## src/rtl/mem_align_pkg.sv

```systemverilog
// mem_align_pkg: shared size/error encodings, FSM state type and size helper
// Contents:
//   SZ_B/SZ_H/SZ_W/SZ_D      request size encodings (byte, half, word, dword)
//   ERR_OK/ERR_MISALIGN/...  rsp_err codes
//   state_t                  IDLE, WAIT, RESP
//   bytes_of(size)           access width in bytes (1, 2, 4, 8)
package mem_align_pkg;

    localparam logic [1:0] SZ_B = 2'b00;
    localparam logic [1:0] SZ_H = 2'b01;
    localparam logic [1:0] SZ_W = 2'b10;
    localparam logic [1:0] SZ_D = 2'b11;

    localparam logic [1:0] ERR_OK       = 2'b00;
    localparam logic [1:0] ERR_MISALIGN = 2'b01;
    localparam logic [1:0] ERR_SIZE     = 2'b10;
    localparam logic [1:0] ERR_TIMEOUT  = 2'b11;

    typedef enum logic [1:0] {IDLE, WAIT, RESP} state_t;

    function automatic logic [3:0] bytes_of(input logic [1:0] size);
        return 4'd1 << size;
    endfunction

endpackage

```

## src/rtl/mem_align_unit_if.sv

```systemverilog
// mem_align_unit_if: request, memory-port and response signals of the align unit
// Modports:
//   slave   the align unit (accepts requests, drives memory and responses)
//   master  the requester/memory side (drives requests, ack and read data)
interface mem_align_unit_if #(
    parameter int DATA_W = 32,
    parameter int ADDR_W = 32
);

    logic              req_valid;
    logic              req_ready;
    logic              req_we;
    logic [1:0]        req_size;
    logic              req_unsigned;
    logic [ADDR_W-1:0] req_addr;
    logic [DATA_W-1:0] req_wdata;
    logic              mem_req;
    logic              mem_we;
    logic [ADDR_W-1:0] mem_addr;
    logic [DATA_W/8-1:0] mem_be;
    logic [DATA_W-1:0] mem_wdata;
    logic              mem_ack;
    logic [DATA_W-1:0] mem_rdata;
    logic              rsp_valid;
    logic [1:0]        rsp_err;
    logic [DATA_W-1:0] rsp_rdata;

    modport slave (
        input  req_valid, req_we, req_size, req_unsigned, req_addr, req_wdata, mem_ack, mem_rdata,
        output req_ready, mem_req, mem_we, mem_addr, mem_be, mem_wdata, rsp_valid, rsp_err, rsp_rdata
    );

    modport master (
        output req_valid, req_we, req_size, req_unsigned, req_addr, req_wdata, mem_ack, mem_rdata,
        input  req_ready, mem_req, mem_we, mem_addr, mem_be, mem_wdata, rsp_valid, rsp_err, rsp_rdata
    );

endinterface

```

## src/rtl/lane_extract.sv

```systemverilog
// lane_extract: pick a byte/half/word/dword field at a lane offset and extend it
// Ports:
//   data    in  DATA_W        source word (little-endian lanes)
//   offset  in  log2(DATA_W/8) starting byte lane of the field
//   size    in  2             field size encoding
//   uns     in  1             zero-extend instead of sign-extend
//   res     out DATA_W        right-justified, extended field
module lane_extract
    import mem_align_pkg::*;
#(
    parameter int DATA_W = 32
) (
    input  logic [DATA_W-1:0]           data,
    input  logic [$clog2(DATA_W/8)-1:0] offset,
    input  logic [1:0]                  size,
    input  logic                        uns,
    output logic [DATA_W-1:0]           res
);

    localparam int NB = DATA_W / 8;

    logic [DATA_W-1:0] sh, up;
    logic signed [DATA_W-1:0] sx;
    logic [6:0] sft;

    // Park the field at the top of the word, then shift back down: a logical
    // shift zero-extends, an arithmetic one sign-extends from the field MSB.
    always_comb begin
        sft = 7'(DATA_W) - (bytes_of(size) > 4'(NB) ? 7'(DATA_W) : 7'(8 * bytes_of(size)));
        sh  = data >> {offset, 3'b000};
        up  = sh << sft;
        sx  = $signed(up) >>> sft;
        res = uns ? up >> sft : sx;
    end

endmodule

```

## src/rtl/mem_align_unit.sv

```systemverilog
// mem_align_unit: one aligned load/store beat per request with lane extract/replicate
// Ports:
//   clk    in  clock
//   rst_n  in  asynchronous active-low reset
//   bus    slave modport of mem_align_unit_if:
//            req_*  request handshake (valid/ready, we, size, unsigned, addr, wdata)
//            mem_*  single-beat memory port (req, we, addr, be, wdata, ack, rdata)
//            rsp_*  completion pulse, error code, held load result
module mem_align_unit
    import mem_align_pkg::*;
#(
    parameter int DATA_W  = 32,
    parameter int ADDR_W  = 32,
    parameter int TIMEOUT = 16
) (
    input logic             clk,
    input logic             rst_n,
    mem_align_unit_if.slave bus
);

    localparam int NB = DATA_W / 8;
    localparam int OW = $clog2(NB);
    localparam int CW = TIMEOUT > 1 ? $clog2(TIMEOUT) : 1;

    state_t            state, state_n;
    logic [OW-1:0]     off_q, off_n;
    logic [1:0]        size_q, size_n;
    logic              uns_q, uns_n;
    logic [CW-1:0]     cnt, cnt_n;
    logic              req_n, we_n, vld_n;
    logic [ADDR_W-1:0] addr_n;
    logic [NB-1:0]     be_n;
    logic [DATA_W-1:0] wd_n, rd_n, ld_res, st_field, rep;
    logic [1:0]        err_n;
    logic [3:0]        nbytes;
    logic              bad_size, misal, timed_out;

    lane_extract #(.DATA_W(DATA_W)) u_ld (
        .data(bus.mem_rdata), .offset(off_q), .size(size_q), .uns(uns_q), .res(ld_res)
    );

    // Store path reuses the extractor at offset 0 to isolate the field.
    lane_extract #(.DATA_W(DATA_W)) u_st (
        .data(bus.req_wdata), .offset('0), .size(bus.req_size), .uns(1'b1), .res(st_field)
    );

    assign nbytes        = bytes_of(bus.req_size);
    assign bad_size      = bus.req_size == SZ_D && DATA_W == 32;
    assign misal         = |(bus.req_addr[2:0] & 3'(nbytes - 4'd1));
    assign timed_out     = TIMEOUT != 0 && cnt == CW'(TIMEOUT - 1);
    assign bus.req_ready = state == IDLE;

    // Lane k carries field byte (k mod size), so every aligned slot holds the field.
    always_comb
        for (int k = 0; k < NB; k++)
            rep[8*k +: 8] = st_field[8*(k & (int'(nbytes) - 1)) +: 8];

    always_comb begin
        state_n = state;
        off_n   = off_q;
        size_n  = size_q;
        uns_n   = uns_q;
        cnt_n   = cnt;
        req_n   = bus.mem_req;
        we_n    = bus.mem_we;
        addr_n  = bus.mem_addr;
        be_n    = bus.mem_be;
        wd_n    = bus.mem_wdata;
        vld_n   = 1'b0;
        err_n   = bus.rsp_err;
        rd_n    = bus.rsp_rdata;
        case (state)
            IDLE: if (bus.req_valid) begin
                if (bad_size || misal) begin
                    state_n = RESP;
                    vld_n   = 1'b1;
                    err_n   = bad_size ? ERR_SIZE : ERR_MISALIGN;
                end else begin
                    state_n = WAIT;
                    off_n   = bus.req_addr[OW-1:0];
                    size_n  = bus.req_size;
                    uns_n   = bus.req_unsigned;
                    cnt_n   = '0;
                    req_n   = 1'b1;
                    we_n    = bus.req_we;
                    addr_n  = bus.req_addr & ~ADDR_W'(NB - 1);
                    be_n    = NB'((9'd1 << nbytes) - 9'd1) << bus.req_addr[OW-1:0];
                    wd_n    = rep;
                end
            end
            WAIT: if (bus.mem_ack) begin
                state_n = RESP;
                req_n   = 1'b0;
                vld_n   = 1'b1;
                err_n   = ERR_OK;
                rd_n    = bus.mem_we ? bus.rsp_rdata : ld_res;
            end else if (timed_out) begin
                state_n = RESP;
                req_n   = 1'b0;
                vld_n   = 1'b1;
                err_n   = ERR_TIMEOUT;
            end else begin
                cnt_n = cnt + 1'b1;
            end
            default: state_n = IDLE;
        endcase
    end

    always_ff @(posedge clk or negedge rst_n) begin
        if (!rst_n) begin
            state         <= IDLE;
            off_q         <= '0;
            size_q        <= '0;
            uns_q         <= 1'b0;
            cnt           <= '0;
            bus.mem_req   <= 1'b0;
            bus.mem_we    <= 1'b0;
            bus.mem_addr  <= '0;
            bus.mem_be    <= '0;
            bus.mem_wdata <= '0;
            bus.rsp_valid <= 1'b0;
            bus.rsp_err   <= '0;
            bus.rsp_rdata <= '0;
        end else begin
            state         <= state_n;
            off_q         <= off_n;
            size_q        <= size_n;
            uns_q         <= uns_n;
            cnt           <= cnt_n;
            bus.mem_req   <= req_n;
            bus.mem_we    <= we_n;
            bus.mem_addr  <= addr_n;
            bus.mem_be    <= be_n;
            bus.mem_wdata <= wd_n;
            bus.rsp_valid <= vld_n;
            bus.rsp_err   <= err_n;
            bus.rsp_rdata <= rd_n;
        end
    end

endmodule
```

## src/flat_wrapper.sv

```systemverilog
// flat-port wrapper written by rule: the top's interface ports become plain ports
module mem_align_unit_flat import mem_align_pkg::*;
#(
    parameter int DATA_W  = 32,
    parameter int ADDR_W  = 32,
    parameter int TIMEOUT = 16
)
  (clk, rst_n, bus_req_valid, bus_req_we, bus_req_size, bus_req_unsigned, bus_req_addr, bus_req_wdata, bus_mem_ack, bus_mem_rdata, bus_req_ready, bus_mem_req, bus_mem_we, bus_mem_addr, bus_mem_be, bus_mem_wdata, bus_rsp_valid, bus_rsp_err, bus_rsp_rdata);
  mem_align_unit_if #(.DATA_W(DATA_W), .ADDR_W(ADDR_W)) bus_i ();
  input logic clk;
  input logic rst_n;
  input wire logic [$bits(bus_i.req_valid)-1:0] bus_req_valid;
  input wire logic [$bits(bus_i.req_we)-1:0] bus_req_we;
  input wire logic [$bits(bus_i.req_size)-1:0] bus_req_size;
  input wire logic [$bits(bus_i.req_unsigned)-1:0] bus_req_unsigned;
  input wire logic [$bits(bus_i.req_addr)-1:0] bus_req_addr;
  input wire logic [$bits(bus_i.req_wdata)-1:0] bus_req_wdata;
  input wire logic [$bits(bus_i.mem_ack)-1:0] bus_mem_ack;
  input wire logic [$bits(bus_i.mem_rdata)-1:0] bus_mem_rdata;
  output wire logic [$bits(bus_i.req_ready)-1:0] bus_req_ready;
  output wire logic [$bits(bus_i.mem_req)-1:0] bus_mem_req;
  output wire logic [$bits(bus_i.mem_we)-1:0] bus_mem_we;
  output wire logic [$bits(bus_i.mem_addr)-1:0] bus_mem_addr;
  output wire logic [$bits(bus_i.mem_be)-1:0] bus_mem_be;
  output wire logic [$bits(bus_i.mem_wdata)-1:0] bus_mem_wdata;
  output wire logic [$bits(bus_i.rsp_valid)-1:0] bus_rsp_valid;
  output wire logic [$bits(bus_i.rsp_err)-1:0] bus_rsp_err;
  output wire logic [$bits(bus_i.rsp_rdata)-1:0] bus_rsp_rdata;
  assign bus_i.req_valid = bus_req_valid;
  assign bus_i.req_we = bus_req_we;
  assign bus_i.req_size = bus_req_size;
  assign bus_i.req_unsigned = bus_req_unsigned;
  assign bus_i.req_addr = bus_req_addr;
  assign bus_i.req_wdata = bus_req_wdata;
  assign bus_i.mem_ack = bus_mem_ack;
  assign bus_i.mem_rdata = bus_mem_rdata;
  assign bus_req_ready = bus_i.req_ready;
  assign bus_mem_req = bus_i.mem_req;
  assign bus_mem_we = bus_i.mem_we;
  assign bus_mem_addr = bus_i.mem_addr;
  assign bus_mem_be = bus_i.mem_be;
  assign bus_mem_wdata = bus_i.mem_wdata;
  assign bus_rsp_valid = bus_i.rsp_valid;
  assign bus_rsp_err = bus_i.rsp_err;
  assign bus_rsp_rdata = bus_i.rsp_rdata;
  mem_align_unit #(.DATA_W(DATA_W), .ADDR_W(ADDR_W), .TIMEOUT(TIMEOUT)) u_core (.clk(clk), .rst_n(rst_n), .bus(bus_i));
endmodule
```

## config.mk

```make
export PLATFORM = sky130hd
export DESIGN_NAME = mem_align_unit_flat
export DESIGN_NICKNAME = d
export VERILOG_FILES = /design/src/rtl/mem_align_pkg.sv /design/src/rtl/mem_align_unit_if.sv /design/src/rtl/lane_extract.sv /design/src/rtl/mem_align_unit.sv /design/src/flat_wrapper.sv
export SDC_FILE = /design/constraint.sdc
export NUM_CORES = 1
export LEC_CHECK = 0
export CAP_MARGIN = 20
export CORE_MARGIN = 3
export CORE_UTILIZATION = 49
export DETAILED_ROUTE_END_ITERATION = 12
export GPL_TIMING_DRIVEN = 0
export PLACE_DENSITY = 0.87
export SLEW_MARGIN = 5
export SYNTH_ARGS = -nofsm -noshare
export SYNTH_HDL_FRONTEND = slang
export SYNTH_SLANG_ARGS = --single-unit
```

## constraint.sdc

```tcl
create_clock -name clk -period 6.4 [get_ports clk]
set_clock_uncertainty 0.2 [all_clocks]
set_input_delay 1.28 -clock clk [delete_from_list [all_inputs] [get_ports clk]]
set_output_delay 1.28 -clock clk [all_outputs]
set_load 0.02 [all_outputs]
```

Word level (Yosys, flattened, before mapping)
Index checks and enable logic that the tools add are counted.

Bits in registers: 114. Bits in latches: 0. RAM bits: 0. ROM bits: 0. Bits of input ports: 104. Output and inout bits: 106. Word-level logic and storage cells: 85. Memories: 0.

$add $sub $neg: 6. Multipliers: 0. Div/mod/pow operators: 0. $lt $le $gt $ge: 2. Equal/unequal tests: 9. Shift-type cells: 13. Multiplexer cells: 29. Bitwise logic cells: 3. Reduce and logical (&&, ||, !) cells: 10.

Operators with widths (number): variable part select 32 x 6 -> 8 bit (2); left shift 32 x 7 -> 32 bit (2); >> shifter 32 x 7 -> 32 bit (2); two-way mux 32 bit (1); variable part select 32 x 5 -> 8 bit (1); >> shifter 32 x 5 -> 32 bit (1); >>> shifter 32 x 7 -> 32 bit (1); two-way mux 2 bit (9); two-way mux 4 bit (4); two-way mux 7 bit (2); subtractor 6 x 7 -> 7 bit, first input constant (2); > comparator 4 x 3 -> 1 bit, second input constant (2); two-way mux 1 bit (8); inequality test 2 bit, second input constant (4); one-hot mux 2 bit (2 select lines) (2); one-hot mux 4 bit (2 select lines) (1); AND reduction 4 bit (2); left shift 1 x 2 -> 4 bit, first input constant (2); AND reduction 3 bit (2); AND reduction 5 bit (1); adder 4 x 1 -> 4 bit, second input constant (1); equality test 4 bit, second input constant (1); one-hot mux 1 bit (2 select lines) (2); left shift 1 x 4 -> 4 bit, first input constant (1); other kinds (15) (16).

Longest topological paths before layout
Depth after elaboration: 8. Gate-level depth with buffers: 11. Depth with buffers taken out: 8.

Cells and area by module
From an unflattened synthesis, not the netlist that was laid out.

Cells, all modules: 673. Area total of the unflattened synthesis: 7031.7 um2.

Modules (own cells, without submodules): mem_align_unit (times used 1, cells each 342, area each 4837.1 um2, sequential area each 2852.7 um2); lane_extract (u_core.u_st) (times used 1, cells each 173, area each 1154.9 um2, sequential area each 0.0 um2); lane_extract (u_core.u_ld) (times used 1, cells each 158, area each 1039.7 um2, sequential area each 0.0 um2).

Worst setup path before layout
OpenSTA, ideal clock, no wires.

Path type: input port to flip-flop. Start point: input port bus_req_size[0]. End point: register u_core.bus.mem_wdata[28]. Library setup time: 83 ps. Arrival: 3090 ps. Data required time: 6117 ps. Setup slack: 3027 ps. Stages: 9. Path buffers: 3. Cells stage by stage: clkbuf_1 clkbuf_1 nand2_1 ha_1 nand2b_1 nor2_1 clkbuf_1 a22oi_1 o21ai_0.

Word-level cells in the longest chain between the ends: 7. Elaborated cells between the ends (all ways): 15. Those cells by class: 3 x add/sub; 1 x order compare; 1 x eq/ne; 4 x shift; 1 x mux; 2 x bitwise; 3 x reduce/logical.

RTL lines: from (decl) (line flat_wrapper.sv:14) `input wire logic [$bits(bus_i.req_size)-1:0] bus_req_size;`; left shift 1 x 2 -> 4 bit (line mem_align_pkg.sv:22) `return 4'd1 << size;`; > comparator 4 x 3 -> 1 bit or subtractor 3 x 1 -> 3 bit (tied branches) (line lane_extract.sv:29, mem_align_unit.sv:49); two-way mux 7 bit or bitwise AND 3 bit (tied branches) (line lane_extract.sv:29, mem_align_unit.sv:49); subtractor 6 x 7 -> 7 bit or OR reduction 3 bit (tied branches) (line lane_extract.sv:29, mem_align_unit.sv:49); left shift 32 x 7 -> 32 bit or logical OR 1 bit (tied branches) (line lane_extract.sv:31, mem_align_unit.sv:74); >> shifter 32 x 7 -> 32 bit or inverter 1 bit (tied branches); variable part select 32 x 6 -> 8 bit or AND reduction 3 bit (tied branches); to (signal assigned) (line mem_align_unit.sv:134) `bus.mem_wdata <= wd_n;`; to (decl) (line mem_align_unit_if.sv:30) `output req_ready, mem_req, mem_we, mem_addr, mem_be, mem_wdata, rsp_valid, rsp_err, rsp_rdata`.

Several ways; a longest one is shown, not always the timed one. A chain may end at the register's enable or synchronous reset.

Worst setup path in the final report
Start point: input port bus_req_size[0]. End point: register u_core.bus.mem_wdata[22].

Same word-level chain as after synthesis.

==> impl_metrics.csv <==
group,metric,value,unit
run_status,outcome,"finished, final reports clean",
final_layout,fillers,795,
timing,fin_crit_sh,56.6,%
yosys,synthAdderAreaFrac,0.647,%
routing,ant_nets,0,
critical_path,path_class,"primary input to register",
clock_tree,cts_max_level,4,
power_and_ir_drop,swShare,37.3,%
yosys,yosysMostFrequentCell,"dfrtp_1",
yosys,netlist_top_cells_count,"114 x dfrtp_1, 87 x nand2_1, 63 x o21ai_0",
global_routing,grt_pass1_wl,30300,microns
die,die_h,115,microns
critical_path,critPathArrivalTime,3760,ps
critical_path,path_max_fanout,10,
routing,drtIter0Drc,468,
clock_tree,cts_tree,"done",
die,die_area,13200,sq um
routing,viasPerCell,5.93,
clock_tree,clk_pin_slew,60,ps
final_layout,fin_area,8720,sq um
global_routing,grtUsageTotal,29.4,%
clock_tree,root_buffer,"clkbuf_16",
yosys,syn_inst,579,
global_routing,antenna_found_initial,0,
final_layout,drive_gt1_share,13.1,%
clock_tree,post_cts_resized,0,
run,max-cap-violations,0,
placed_design,place_congestion,0.947,
critical_path,required,6530,ps
yosys,synth_simple_gate_area_share,11.4,%
yosys,yosys.area.top_type,"dfrtp_1",
yosys,synth.area.mux_share,12.3,%
timing,tightestPinTransition,769,ps
yosys,ys_seq_area_share,49.1,%
power_and_ir_drop,peakVddDrop,0.336,mV
power_and_ir_drop,seqPwrFrac,28.6,%
power_and_ir_drop,power_per_cell_area,441,nW/um^2
timing,hold_viol_final,0,
timing,hold_slack,278,ps
clock_tree,cts_max_path_buffers,2,
die,core_area,11500,sq um
yosys,ys_ff_latch,114,
timing,slew_headroom,48.5,%
final_layout,final_cells,961,
yosys,synth_top_flop_cell,"dfrtp_1",
routing,num_vias,5694,
routing,wire_per_inst,20.1,microns
die,std_cell_rows,39,
yosys,synth_warnings,0,
timing,max_freq,276,MHz
min_path,hp-class,"register to register",
yosys,synth-edff-count,0,
power_and_ir_drop,p_comb_share,44.3,%
global_routing,overflow,0,
placed_design,detailed_place.area,8070,sq um
yosys,synthArstFlopShare,100,%
global_routing,grt_max_degree,97,
final_layout,layout.nets,912,
yosys,synth_compound_area_share,21.6,%
clock_tree,clock-sinks,114,
global_routing,grt_pass1_vias,5975,
clock_tree,clock_latency,410,ps
timing,setup_viol,0,
clock_tree,cts_setup_buffers,0,
critical_path,end_kind,"register",
final_layout,synthToLayoutAreaGrowth,50.3,%
yosys,synth-xor-area-share,0.302,%
timing,finalMaxSlewViolations,0,
power_and_ir_drop,pwr-share-clk,27.1,%
placed_design,dp_hpwl,14300,microns
routing,drcViolationCount,0,
critical_path,critPathLaunchType,"primary input",
final_layout,num_antenna_cells,0,
routing,wirelength,19300,microns
die,ioPinCount,210,
timing,period_needed,3620,ps
clock_tree,cts_made_buffers,17,
routing,drt_pass1_iterations,5,
yosys,yosys-top-cells-area,"dfrtp_1 49%, mux2_2 8.3%, nand2_1 5.6%",
yosys,ys_types,53,
min_path,hold_path_depth,2,
power_and_ir_drop,p_sw,1.44,mW
power_and_ir_drop,power.total,3.85,mW
yosys,yosys.area.top_type_share,49.1,%
placed_design,dpl.cell_count,929,
placed_design,numPortBuffers,205,
critical_path,r2r_cells,11,
clock_tree,hold_buffers,0,
power_and_ir_drop,p_int,2.42,mW
timing,rsz0062_at_grt,"no",
yosys,syn_avg_cell_area,10.0,sq um
die,initial_core_util,50.4,%
die,fp.dieW,115,microns
yosys,synth_area,5810,sq um
yosys,synth_top_family_by_area,"compound AO/OA/AOI/OAI gates",
power_and_ir_drop,leakage,3.65,nW
-- cells in the final DEF, fill, tap and decap left out, drive strengths merged, types with 5 or more instances in the layout --
master         count
nand2             87
a22o               7
buf               23
clkdlybuf4s50    204
a311oi             5
inv               18
nand2b            10
a21oi             26
a32o              13
clkbuf            39
mux2i             23
nor2              28
dfrtp            114
o21ai             65
clkinvlp           5
o22ai             11
mux2              43
a22oi             29
a21boi             7
-- worst max-delay path, cell delays in order --
cell and delay (ps):
clkbuf_1 260, clkbuf_1 490, nand2_1 110, ha_1 250, nand2b_1 190, nor2_1 430, clkbuf_1 400, a22oi_1 140
o21ai_0 190
-- power by group through the flow --
stage | clock (mW) | combinational (mW) | sequential, mW
2_1_floorplan | 0 | 0.689 | 1.34
3_3_place_gp | 0 | 1.63 | 1.09
5_1_grt | 1.08 | 1.81 | 1.13
4_1_cts | 1.05 | 1.69 | 1.10
6_report | 1.04 | 1.71 | 1.10
3_5_place_dp | 0 | 1.68 | 1.11
-- flip-flops by register name, indices dropped and copies added, names as in the netlist --
| register | flops |
|---|---|
| u_core.bus.mem_wdata | 32 |
| u_core.bus.rsp_rdata | 32 |
| u_core.off_q | 2 |
| u_core.bus.rsp_err | 2 |
| u_core.bus.mem_req | 1 |
| u_core.bus.mem_addr | 30 |
| u_core.bus.rsp_valid | 1 |
| u_core.state | 2 |
| u_core.uns_q | 1 |
| u_core.cnt | 4 |
| u_core.bus.mem_be | 4 |
| u_core.size_q | 2 |
| u_core.bus.mem_we | 1 |
-- metrics by stage --
step / utilization (%) / setup WS, ps / TNS [ps]
after floorplan: - / 3030 / 0
after global placement: 69.8 / -307 / -33940
after detailed placement: 70.1 / 2380 / 0
after CTS: 75.8 / 2800 / 0
after global routing: 75.8 / 2520 / 0
final: 75.8 / 2780 / 0
-- final timing paths --
| path | start | end | slack [ps] |
|---|---|---|---|
| min reg2reg | u_core.bus.mem_wdata[30] | u_core.bus.mem_wdata[30] | 280 |
| min in group asynchronous | rst_n | u_core.bus.rsp_rdata[22] | 500 |
| max | bus_req_size[0] | u_core.bus.mem_wdata[22] | 2780 |
| max in group asynchronous | rst_n | u_core.bus.mem_addr[24] | 4780 |
| max reg2reg | u_core.size_q[1] | u_core.bus.rsp_rdata[29] | 3250 |
| min | u_core.bus.mem_wdata[30] | u_core.bus.mem_wdata[30] | 280 |
-- routing by layer --
layer  global-route usage, %  up-vias  wire, microns
met2                    50.0      329           9640
met4                    12.6        0            537
met5                       0        -              0
met3                    10.1       59           2030
met1                    33.9     2748           7070
li1                        -     2558              -
-- logic make-up after synthesis --
family,Yosys count
muxes,66
xor gates and xnor gates,2
adders and majority gates,3
DFF,114
buffers and inverters,56
other,1
and+or+nand+nor,148
AOI/OAI and AO/OA,189
-- final cells by class --
| cell class | count | area [sq um] | area share, % |
|---|---|---|---|
| Clock buffer | 21 | 480 | 5.51 |
| Timing Repair Buffer | 206 | 2080 | 23.8 |
| Buffer | 39 | 204 | 2.34 |
| Inverter | 17 | 63.8 | 0.731 |
| Clock inverter | 11 | 175 | 2.01 |
| Sequential cell | 114 | 2850 | 32.7 |
| Tap cell | 143 | 179 | 2.05 |
| Multi-Input combinational cell | 410 | 2690 | 30.8 |
(Power assumes the default switching activity.)
